**config.mk**
```make
export PLATFORM = sky130hd
export DESIGN_NAME = imm_sequencer
export DESIGN_NICKNAME = d
export VERILOG_FILES = /design/src/rtl/imm_sequencer_pkg.sv /design/src/rtl/imm_sequencer_sign_extender.sv /design/src/rtl/imm_sequencer.sv
export SDC_FILE = /design/constraint.sdc
export NUM_CORES = 1
export LEC_CHECK = 0
export CORE_ASPECT_RATIO = 0.75
export CORE_MARGIN = 2
export CORE_UTILIZATION = 47
export DETAILED_ROUTE_END_ITERATION = 10
export DONT_BUFFER_PORTS = 1
export PLACE_DENSITY_LB_ADDON = 0.05
export SLEW_MARGIN = 0
export SYNTH_ARGS = -nofsm -noshare
export SYNTH_HDL_FRONTEND = slang
export SYNTH_SLANG_ARGS = --single-unit
```
**constraint.sdc**
```tcl
create_clock -name CLK -period 1.8 [get_ports CLK]
set_input_delay 0.09 -clock CLK [delete_from_list [all_inputs] [get_ports CLK]]
set_output_delay 0.09 -clock CLK [all_outputs]
set_load 0.005 [all_outputs]
```
**src/rtl/imm_sequencer_pkg.sv**
```systemverilog
// Shared encodings for the immediate sequencer: decode modes and sequencer states.
package imm_sequencer_pkg;

  typedef enum logic [1:0] {
    IMM_SEXT    = 2'b00,
    IMM_ZEXT    = 2'b01,
    IMM_UPPER   = 2'b10,
    IMM_LONG_HI = 2'b11
  } imm_mode_e;

  typedef enum logic {
    S_IDLE    = 1'b0,
    S_HAVE_HI = 1'b1
  } seq_state_e;

  function automatic logic [15:0] imm_zext(input logic [7:0] b);
    return {8'h00, b};
  endfunction

  function automatic logic [15:0] imm_upper(input logic [7:0] b);
    return {b, 8'h00};
  endfunction

endpackage

```
**src/rtl/imm_sequencer_sign_extender.sv**
```systemverilog
// Sign-extends an IN_W-bit field to OUT_W bits.
// Purely combinational, no handshake.
module sign_extender #(
  parameter int IN_W  = 8,
  parameter int OUT_W = 16
) (
  input  logic [IN_W-1:0]  din,
  output logic [OUT_W-1:0] dout
);

  assign dout = {{(OUT_W-IN_W){din[IN_W-1]}}, din};

endmodule

```
**src/rtl/imm_sequencer.sv**
```systemverilog
// Builds 16-bit ALU immediates from 8-bit decode beats (sext/zext/upper/two-beat long).
// Latency: one cycle from accept to registered out_imm; one result per cycle.
// Backpressure: in_ready drops while a result is held unconsumed or during flush.
module imm_sequencer
  import imm_sequencer_pkg::*;
#(
  parameter int TIMEOUT = 8,
  parameter int CNT_W   = 8
) (
  input  logic        CLK,
  input  logic        rst_n,
  input  logic        in_valid,
  output logic        in_ready,
  input  logic [7:0]  in_imm,
  input  logic [1:0]  in_mode,
  input  logic        flush,
  output logic        out_valid,
  input  logic        out_ready,
  output logic [15:0] out_imm,
  output logic        busy,
  output logic        err
);

  seq_state_e       state_q, state_d;
  logic [7:0]       hi_q, hi_d;
  logic [CNT_W-1:0] cnt_q, cnt_d;
  logic             out_valid_q, out_valid_d;
  logic [15:0]      out_imm_q, out_imm_d;
  logic             err_q, err_d;

  logic [15:0]      sext_imm;
  imm_mode_e        mode;
  logic             accept;
  logic             deliver;

  sign_extender #(
    .IN_W  (8),
    .OUT_W (16)
  ) u_sext (
    .din  (in_imm),
    .dout (sext_imm)
  );

  assign mode      = imm_mode_e'(in_mode);
  assign in_ready  = (~out_valid_q | out_ready) & ~flush;
  assign accept    = in_valid & in_ready;
  assign deliver   = out_valid_q & out_ready;

  assign out_valid = out_valid_q;
  assign out_imm   = out_imm_q;
  assign busy      = (state_q == S_HAVE_HI);
  assign err       = err_q;

  always_comb begin
    state_d     = state_q;
    hi_d        = hi_q;
    cnt_d       = cnt_q;
    out_valid_d = out_valid_q & ~deliver;
    out_imm_d   = out_imm_q;
    err_d       = 1'b0;

    // Flush wins over everything except reset; a same-cycle delivery is voided.
    if (flush) begin
      out_valid_d = 1'b0;
      state_d     = S_IDLE;
    end else begin
      case (state_q)
        S_IDLE: begin
          if (accept) begin
            case (mode)
              IMM_SEXT: begin
                out_valid_d = 1'b1;
                out_imm_d   = sext_imm;
              end
              IMM_ZEXT: begin
                out_valid_d = 1'b1;
                out_imm_d   = imm_zext(in_imm);
              end
              IMM_UPPER: begin
                out_valid_d = 1'b1;
                out_imm_d   = imm_upper(in_imm);
              end
              default: begin
                hi_d    = in_imm;
                cnt_d   = '0;
                state_d = S_HAVE_HI;
              end
            endcase
          end
        end
        default: begin
          if (accept) begin
            state_d = S_IDLE;
            if (mode == IMM_SEXT || mode == IMM_ZEXT) begin
              out_valid_d = 1'b1;
              out_imm_d   = {hi_q, in_imm};
            end else begin
              err_d = 1'b1;
            end
          end else if (cnt_q == CNT_W'(TIMEOUT - 1)) begin
            // Exit happens before the counter can run past TIMEOUT-1.
            err_d   = 1'b1;
            state_d = S_IDLE;
          end else begin
            cnt_d = cnt_q + CNT_W'(1);
          end
        end
      endcase
    end
  end

  always_ff @(posedge CLK) begin
    if (!rst_n) begin
      state_q     <= S_IDLE;
      hi_q        <= 8'h00;
      cnt_q       <= '0;
      out_valid_q <= 1'b0;
      out_imm_q   <= 16'h0000;
      err_q       <= 1'b0;
    end else begin
      state_q     <= state_d;
      hi_q        <= hi_d;
      cnt_q       <= cnt_d;
      out_valid_q <= out_valid_d;
      out_imm_q   <= out_imm_d;
      err_q       <= err_d;
    end
  end

endmodule
```
* Word level (Yosys, flattened, before mapping) *
Index checks and enable logic that the tools add are counted.

operators by class
  eq/ne operators = 7
  reduce and logical (&&, ||, !) cells = 10
  bitwise gates (word level) = 11
  add/subtract/negate cells = 1
  mux-type cells = 23

operator list
  operator             number
  $mux 16              4
  $pmux 16 s3          1
  $mux 8               5
  $mux 1               13
  $add 8x1->8 const B  1
  $eq 8x3->1 const B   1
  $reduce_and 4->1     2
  $not 1->1            6
  $reduce_or 3->1      2
  $reduce_and 5->1     1
  $and 1x1->1          4
  $ne 2x1->1 const B   2
  $ne 2x2->1 const B   2
  $reduce_bool 4->1    1
  $eq 2x1->1 const B   1
  $eq 2x2->1 const B   1
  $logic_not 2->1      1
  $reduce_bool 2->1    1
  $reduce_or 2->1      1
  $logic_or 1x1->1     1
  $or 1x1->1           1

word-level totals
  logic and storage cells = 58
  bits of input ports = 15
  register bits after elaboration = 35

* Longest topological paths before layout *
Gate-level depths: netlist of run 1.

  depth in word-level cells = 6
  mapped depth = 7

* By module *
From an unflattened synthesis of run 1, not the netlist that was laid out.

second synthesis, totals
  cells, all modules = 221
  area, all modules = 1888.1 sq um

modules (own cells, without submodules)
  module         area an instance (sq um)  cells each  times used
  imm_sequencer  1767.9                    205         1
  sign_extender  120.1                     16          1

* Worst setup path before layout of run 1 *
No wires, ideal clock.

  kind = flip-flop to flip-flop
  from = register cnt_q[0]
  to = register cnt_q[2]
  clock period less this slack = 1460 ps
  required time = 1726 ps
  arrival = 1386 ps
  cell stages (with the launch flop) = 6
  slack = 340 ps
  library setup time = 74 ps
  cells stage by stage = dfxtp_1 -> ha_1 -> and2_1 -> a32oi_1 -> a31oi_1 -> a31oi_1

between the ends
  word-level cells in the longest chain between the ends = 4

ends and longest elaborated chain
  element                   line                  RTL
  start: declaration        imm_sequencer.sv:26   logic [CNT_W-1:0] cnt_q, cnt_d;
  start signal: assignment  imm_sequencer.sv:123  cnt_q <= cnt_d;
  $add 8x1->8               imm_sequencer.sv:105  cnt_d = cnt_q + CNT_W'(1);
  $mux 8                    imm_sequencer.sv:100  end else if (cnt_q == CNT_W'(TIMEOUT - 1)) begin
  $mux 8                    imm_sequencer.sv:92   if (accept) begin
  $mux 8                    imm_sequencer.sv:67   case (state_q)

Parallel ways exist; a longest one is shown, timed or not. The select of a mux whose other input is x is not followed.
A chain may end at the register's enable or synchronous reset.

* Final worst setup path of run 1 *
  from = register cnt_q[0]
  to = register cnt_q[5]

The elaborated chain is that of the path after synthesis.

==> flow_summary.json, run 1 <==
{
  "die_area_sq_mm": 0.00401,
  "nNetsFinal": 224,
  "syn-mean-instance-area_sq_um": 8.80,
  "cp_slowest_stage_delay_ns": 0.33,
  "fmax_mhz": 612,
  "cts_resized": 0,
  "h-tree-depth": 2,
  "worstMarginPinSlew_ns": 0.572,
  "clock_sinks": 35,
  "place_ws_ns": 0.188,
  "fp.dieH_um": 55.4,
  "mostFrequentLayoutCells": "35 x dfxtp_1, 18 x nand2_1, 15 x nor2_1, 15 x a21oi_1, 13 x a31oi_1",
  "antenna_cells": 0,
  "worstReg2RegEnd": "cnt_q[5]",
  "crit_required_ns": 1.96,
  "portBuffers": 0,
  "yosysWarningCount": 0,
  "startpoint_type": "flop",
  "clkTransAtPathRegs_ns": 0.07,
  "drc_errors": 0,
  "worstHoldStart": "in_valid",
  "ctsLongestPathBuffers": 2,
  "insertion_delay_ns": 0.28,
  "hold-path-cell-count": 2,
  "synth_enable_flop_cells": 0,
  "min_path_type": "in2reg",
  "r2r_slack_ns": 0.17,
  "setup_viol": 0,
  "final-hold-violation-count": 0,
  "layout-drive-gt1-share_pct": 11.2,
  "status": "finished, final reports clean",
  "rsz0062_at_grt": "false",
  "syn_nets": 208,
  "slew_viol_final": 0,
  "irDropWorstVdd_mv": 0.469,
  "fin_skew_ns": 0.00579,
  "worstPathCellList": "ha_1, and2_1, a32o_1, o211ai_2, a31oi_1",
  "grt-ovfl-total": 0,
  "path_delay_family": "compound AO/OA/AOI/OAI gates",
  "cts_setup_buffers": 0,
  "internal_power_mw": 1.21,
  "start_util_pct": 49.6,
  "ys_seq_area_share_pct": 42.4,
  "period_share_pct": 90.8,
  "cts_tree": "built",
  "utilization_pct": 57.7,
  "dr_total_vias": 1480,
  "cp_num_buf_inv": 0,
  "worstReg2RegStart": "cnt_q[0]",
  "drt_iter0_markers": 98,
  "cts_buffers": 5,
  "post_synth_num_cell_types": 41,
  "cp_max_fo": 7,
  "grt_pass1_wl_um": 6660,
  "ios": 35,
  "seqPwrFrac_pct": 50.3,
  "drt_wl_total_um": 4110,
  "tns_ns": 0,
  "drtAntennaViolNets": 0,
  "synthCells": 188,
  "async_flop_share_pct": 0,
  "netlist_area_sq_mm": 0.00165,
  "nFillCells": 307,
  "clkPwrFrac_pct": 39.5,
  "path_class": "reg2reg",
  "ys.flop_type": "dfxtp_1",
  "cts_hold_buf": 10,
  "slew_headroom_pct": 61.8,
  "p_leak_nw": 0.696,
  "arrival_ns": 1.79,
  "end_kind": "flop",
  "fp-row-count": 18,
  "final_common_cell": "dfxtp_1",
  "power_density_mw_per_mm2": 836,
  "area_delta_synth_final_pct": 16.2,
  "drv_cap": 0,
  "ys_ff_latch": 35,
  "sw_frac_of_total_pct": 24.8,
  "rr_worst_depth": 5,
  "drt-vias-per-instance": 6.04,
  "min_period_ns": 1.63,
  "cts-root-buf": "clkbuf_8",
  "coreArea_sq_mm": 0.00333,
  "p_sw_mw": 0.398,
  "wl_per_cell_um": 16.8,
  "whs_endpoint": "out_valid",
  "grt_start_max_net_pins": 19,
  "hold_ws_ns": 0.0131,
  "setup_ws_ns": 0.166,
  "crit_slowest_cell": "dfxtp_1",
  "antenna_found_initial": 0,
  "grt_pass1_vias": 1395,
  "place.gp.congestion": 0.781,
  "firstDrtPassIters": 4,
  "grtUsageTotal_pct": 21.5,
  "die_w_um": 72.5,
  "pwr-share-comb_pct": 10.2,
  "hpwlAfterDp_um": 2740
}
[cell type report]
type | count | area (sq um) | area share [%]
Clock buffer | 7 | 96.3 | 5.01
Clock inverter | 1 | 7.51 | 0.391
Inverter | 6 | 22.5 | 1.17
Multi-Input combinational cell | 138 | 882 | 45.9
Sequential cell | 35 | 701 | 36.5
Tap cell | 40 | 50.0 | 2.60
Timing Repair Buffer | 18 | 163 | 8.46
[power by group through the flow]
stage / clock, mW / combinational, mW / sequential [mW]
CTS: 0.650 / 0.160 / 0.808
global route: 0.695 / 0.178 / 0.810
detailed placement: 0 / 0.138 / 0.826
global placement: 0 / 0.136 / 0.826
floorplan: 0 / 0.109 / 0.822
finish: 0.634 / 0.164 / 0.808
[worst max path at each step]
stage	from	end	depth (start not counted)
final	cnt_q[0]	cnt_q[5]	5
after global routing	out_valid	out_imm[3]	5
after CTS	cnt_q[0]	cnt_q[5]	5
after detailed placement	cnt_q[0]	cnt_q[5]	5
after global placement	cnt_q[0]	cnt_q[7]	5
after floorplan	cnt_q[0]	cnt_q[2]	5
[worst reg2reg max path, delay by kind of cell, from the launching register on]
family	cells	cell delay, ns
AO/OA/AOI/OAI	3	0.74
adder cells (fa/ha/maj)	1	0.24
flip-flops	1	0.33
AND/OR/NAND/NOR	1	0.20
[routing by layer]
| metal | up-vias | wire [um] | global-route usage [%] |
|---|---|---|---|
| met5 | - | 0 | 0 |
| met4 | 0 | 39 | 7.94 |
| met1 | 717 | 2030 | 30.2 |
| li1 | 724 | - | - |
| met2 | 34 | 1820 | 31.3 |
| met3 | 5 | 220 | 5.84 |
[registers in the layout (all words and copies together) (netlist names)]
signal     count
out_valid      1
hi_q           8
err            1
busy           1
cnt_q          8
out_imm       16
[through the flow]
step                cell area, sq um  cells  total power, mW
detailed placement              1710    226            0.965
global route                    1920    245             1.68
CTS                             1910    244             1.62
finish                          1920    245             1.61
global placement                1710    226            0.962
floorplan                       1650    188            0.931
[logic make-up after synthesis]
family	count (synthesis)	synth area share, %
AO/OA/AOI/OAI	52	22.6
adder cells (fa/ha/maj)	5	3.78
buffers and inverters	15	4.31
flip-flops	35	42.4
multiplexers	8	4.84
AND/OR/NAND/NOR	73	22.1
[synthesized netlist by cell type (2+ instances only)]
cell / count / area share, %
o21a_1: 2 / 0.91
a21oi_2: 2 / 1.1
mux2i_1: 8 / 4.8
o21ai_0: 3 / 0.91
a21oi_1: 15 / 4.5
o211ai_1: 2 / 0.91
and3_1: 10 / 3.8
or3_1: 4 / 1.5
o221ai_1: 6 / 3.2
nor2_1: 15 / 3.4
dfxtp_1: 35 / 42
clkbuf_2: 2 / 0.61
clkbuf_1: 4 / 0.91
nor3_1: 3 / 0.91
nand2_1: 18 / 4.1
nand3_1: 10 / 3.0
a31oi_1: 13 / 4.9
ha_1: 5 / 3.8
inv_1: 5 / 1.1
nand2b_1: 5 / 1.9
Note: power is estimated with default switching activity, not from simulation.
==> run 2, diff against run 1 <==
Settings changed: HOLD_SLACK_MARGIN set to 0.08, PLACE_DENSITY set to 0.61, PLACE_DENSITY_LB_ADDON 0.05 to not set.
==> run 2 against run 1 <==
Wire length decreased by 1.1%. Combinational power about the same. Power decreased by 6.0%. Sequential share of layout area increased by 0.58 points. Cell count decreased by 0.41%. Cell area decreased by 1.6%. Critical endpoint is now cnt_q[6]. Largest cell class unchanged. Largest power group unchanged. Highest routed layer unchanged.
==> flow_summary.json, run 2 (same netlist as run 1, synthesis figures left out) <==
{
  "status": "finished, final reports clean",
  "area_delta_synth_final_pct": 14.4,
  "startpoint_type": "flop",
  "cp_slowest_stage_delay_ns": 0.34,
  "final-hold-violation-count": 0,
  "tns_ns": 0,
  "dr_total_vias": 1509,
  "worstPathCellList": "ha_1, and2_1, a32o_1, o211ai_2, a31oi_1",
  "final_common_cell": "dfxtp_1",
  "place.gp.congestion": 0.748,
  "slew_viol_final": 0,
  "stdcell_count": 244,
  "mostFrequentLayoutCells": "35 x dfxtp_1, 18 x nand2_1, 15 x nor2_1, 15 x a21oi_1, 13 x a31oi_1",
  "cts_hold_buf": 11,
  "cts_setup_buffers": 0,
  "drv_cap": 0,
  "cts_buffers": 5,
  "crit_required_ns": 1.95,
  "firstDrtPassIters": 4,
  "antenna_found_initial": 0,
  "p_leak_nw": 0.683,
  "cts_tree": "built",
  "drt_wl_total_um": 4070,
  "slew_headroom_pct": 65.4,
  "die_w_um": 72.5,
  "worstMarginPinSlew_ns": 0.519,
  "fp-row-count": 18,
  "fmax_mhz": 610,
  "grt_start_max_net_pins": 18,
  "insertion_delay_ns": 0.28,
  "drt_iter0_markers": 103,
  "placedCellCount": 225,
  "cp_num_buf_inv": 0,
  "drtAntennaViolNets": 0,
  "period_share_pct": 91.1,
  "ios": 35,
  "clock_sinks": 35,
  "die_area_sq_mm": 0.00401,
  "path_class": "reg2reg",
  "antenna_cells": 0,
  "start_util_pct": 49.6,
  "crit_slowest_cell": "o211ai_2",
  "nNetsFinal": 223,
  "grt_pass1_wl_um": 7020,
  "hpwlAfterDp_um": 2740,
  "h-tree-depth": 2,
  "largest_reg_flops": 16,
  "grt_pass1_vias": 1513,
  "min_period_ns": 1.64,
  "clkTransAtPathRegs_ns": 0.07,
  "irDropWorstVdd_mv": 0.445,
  "min_path_type": "in2reg",
  "fp.dieH_um": 55.4,
  "portBuffers": 0,
  "drc_errors": 0,
  "drt-vias-per-instance": 6.18,
  "fin_skew_ns": 0.00278,
  "use_met3_pct": 7.66,
  "grtUsageTotal_pct": 22.0,
  "end_kind": "flop",
  "coreArea_sq_mm": 0.00333,
  "busiest_layer": "met2",
  "path_delay_family": "compound AO/OA/AOI/OAI gates",
  "power_density_mw_per_mm2": 798,
  "setup_viol": 0,
  "ctsLongestPathBuffers": 2,
  "cp_max_fo": 7,
  "cts-root-buf": "clkbuf_8",
  "layout-drive-gt1-share_pct": 9.80,
  "use_met2_pct": 33.3,
  "wl_per_cell_um": 16.7,
  "nFillCells": 312,
  "grt-ovfl-total": 0,
  "grtUsageMet1_pct": 29.3,
  "rsz0062_at_grt": "false",
  "arrival_ns": 1.79,
  "cts_resized": 0
}
run 2: cell types whose count changed in the layout (fill, tap and decap cells not counted), sizes merged:
cell / before / now
clkinvlp: 1 / 0
buf: 7 / 6
clkinv: 0 / 1
run 2: per-layer routing:
layer | wire length [um] | share of wire [%]
met2 | 1880 | 46
met1 | 1890 | 47
met3 | 264 | 6.5
met5 | 0 | 0
met4 | 32 | 0.79
run 2: tightest hold or removal path, stage by stage:
cell and delay (ns):
nor3_2 0.02, buf_4 0.16, o21a_1 0.10
run 2: path summary, 6_finish.rpt:
path               from    endpoint  slack [ns]  depth (start not counted)
min reg2reg  out_imm[3]  out_imm[3]        0.47                          2
max            cnt_q[0]    cnt_q[6]        0.16                          5
max reg2reg    cnt_q[0]    cnt_q[6]        0.16                          5
min               flush         err        0.14                          3
run 2: final cells by class:
type                       instances  area [sq um]  share of cell area, %
clock buffer                       7          76.3                   4.03
inverter                           6          22.5                   1.19
clock inverter                     1          5.00                  0.265
sequential                        35           701                   37.0
multi-input combinational        138           882                   46.6
tap                               40          50.0                   2.65
timing repair buffer              17           155                   8.20
run 2: where the power goes:
part           internal, mW  switching [mW]  total [mW]
logic                0.0643          0.0985       0.163
clock network         0.271           0.266       0.538
registers             0.794          0.0147       0.809
total                  1.13           0.380        1.51
run 2: metrics by stage:
step	area (sq um)	hold slack, ns	power, mW	util (%)	setup slack (ns)
3_5_place_dp	1700	0.176	0.962	51.0	0.192
6_report	1890	0.136	1.51	56.8	0.161
2_1_floorplan	1650	0.169	0.931	-	0.340
5_1_grt	1890	0.130	1.58	56.8	0.0232
4_1_cts	1890	0.127	1.52	56.8	0.165
3_3_place_gp	1700	0.174	0.958	51.0	0.199
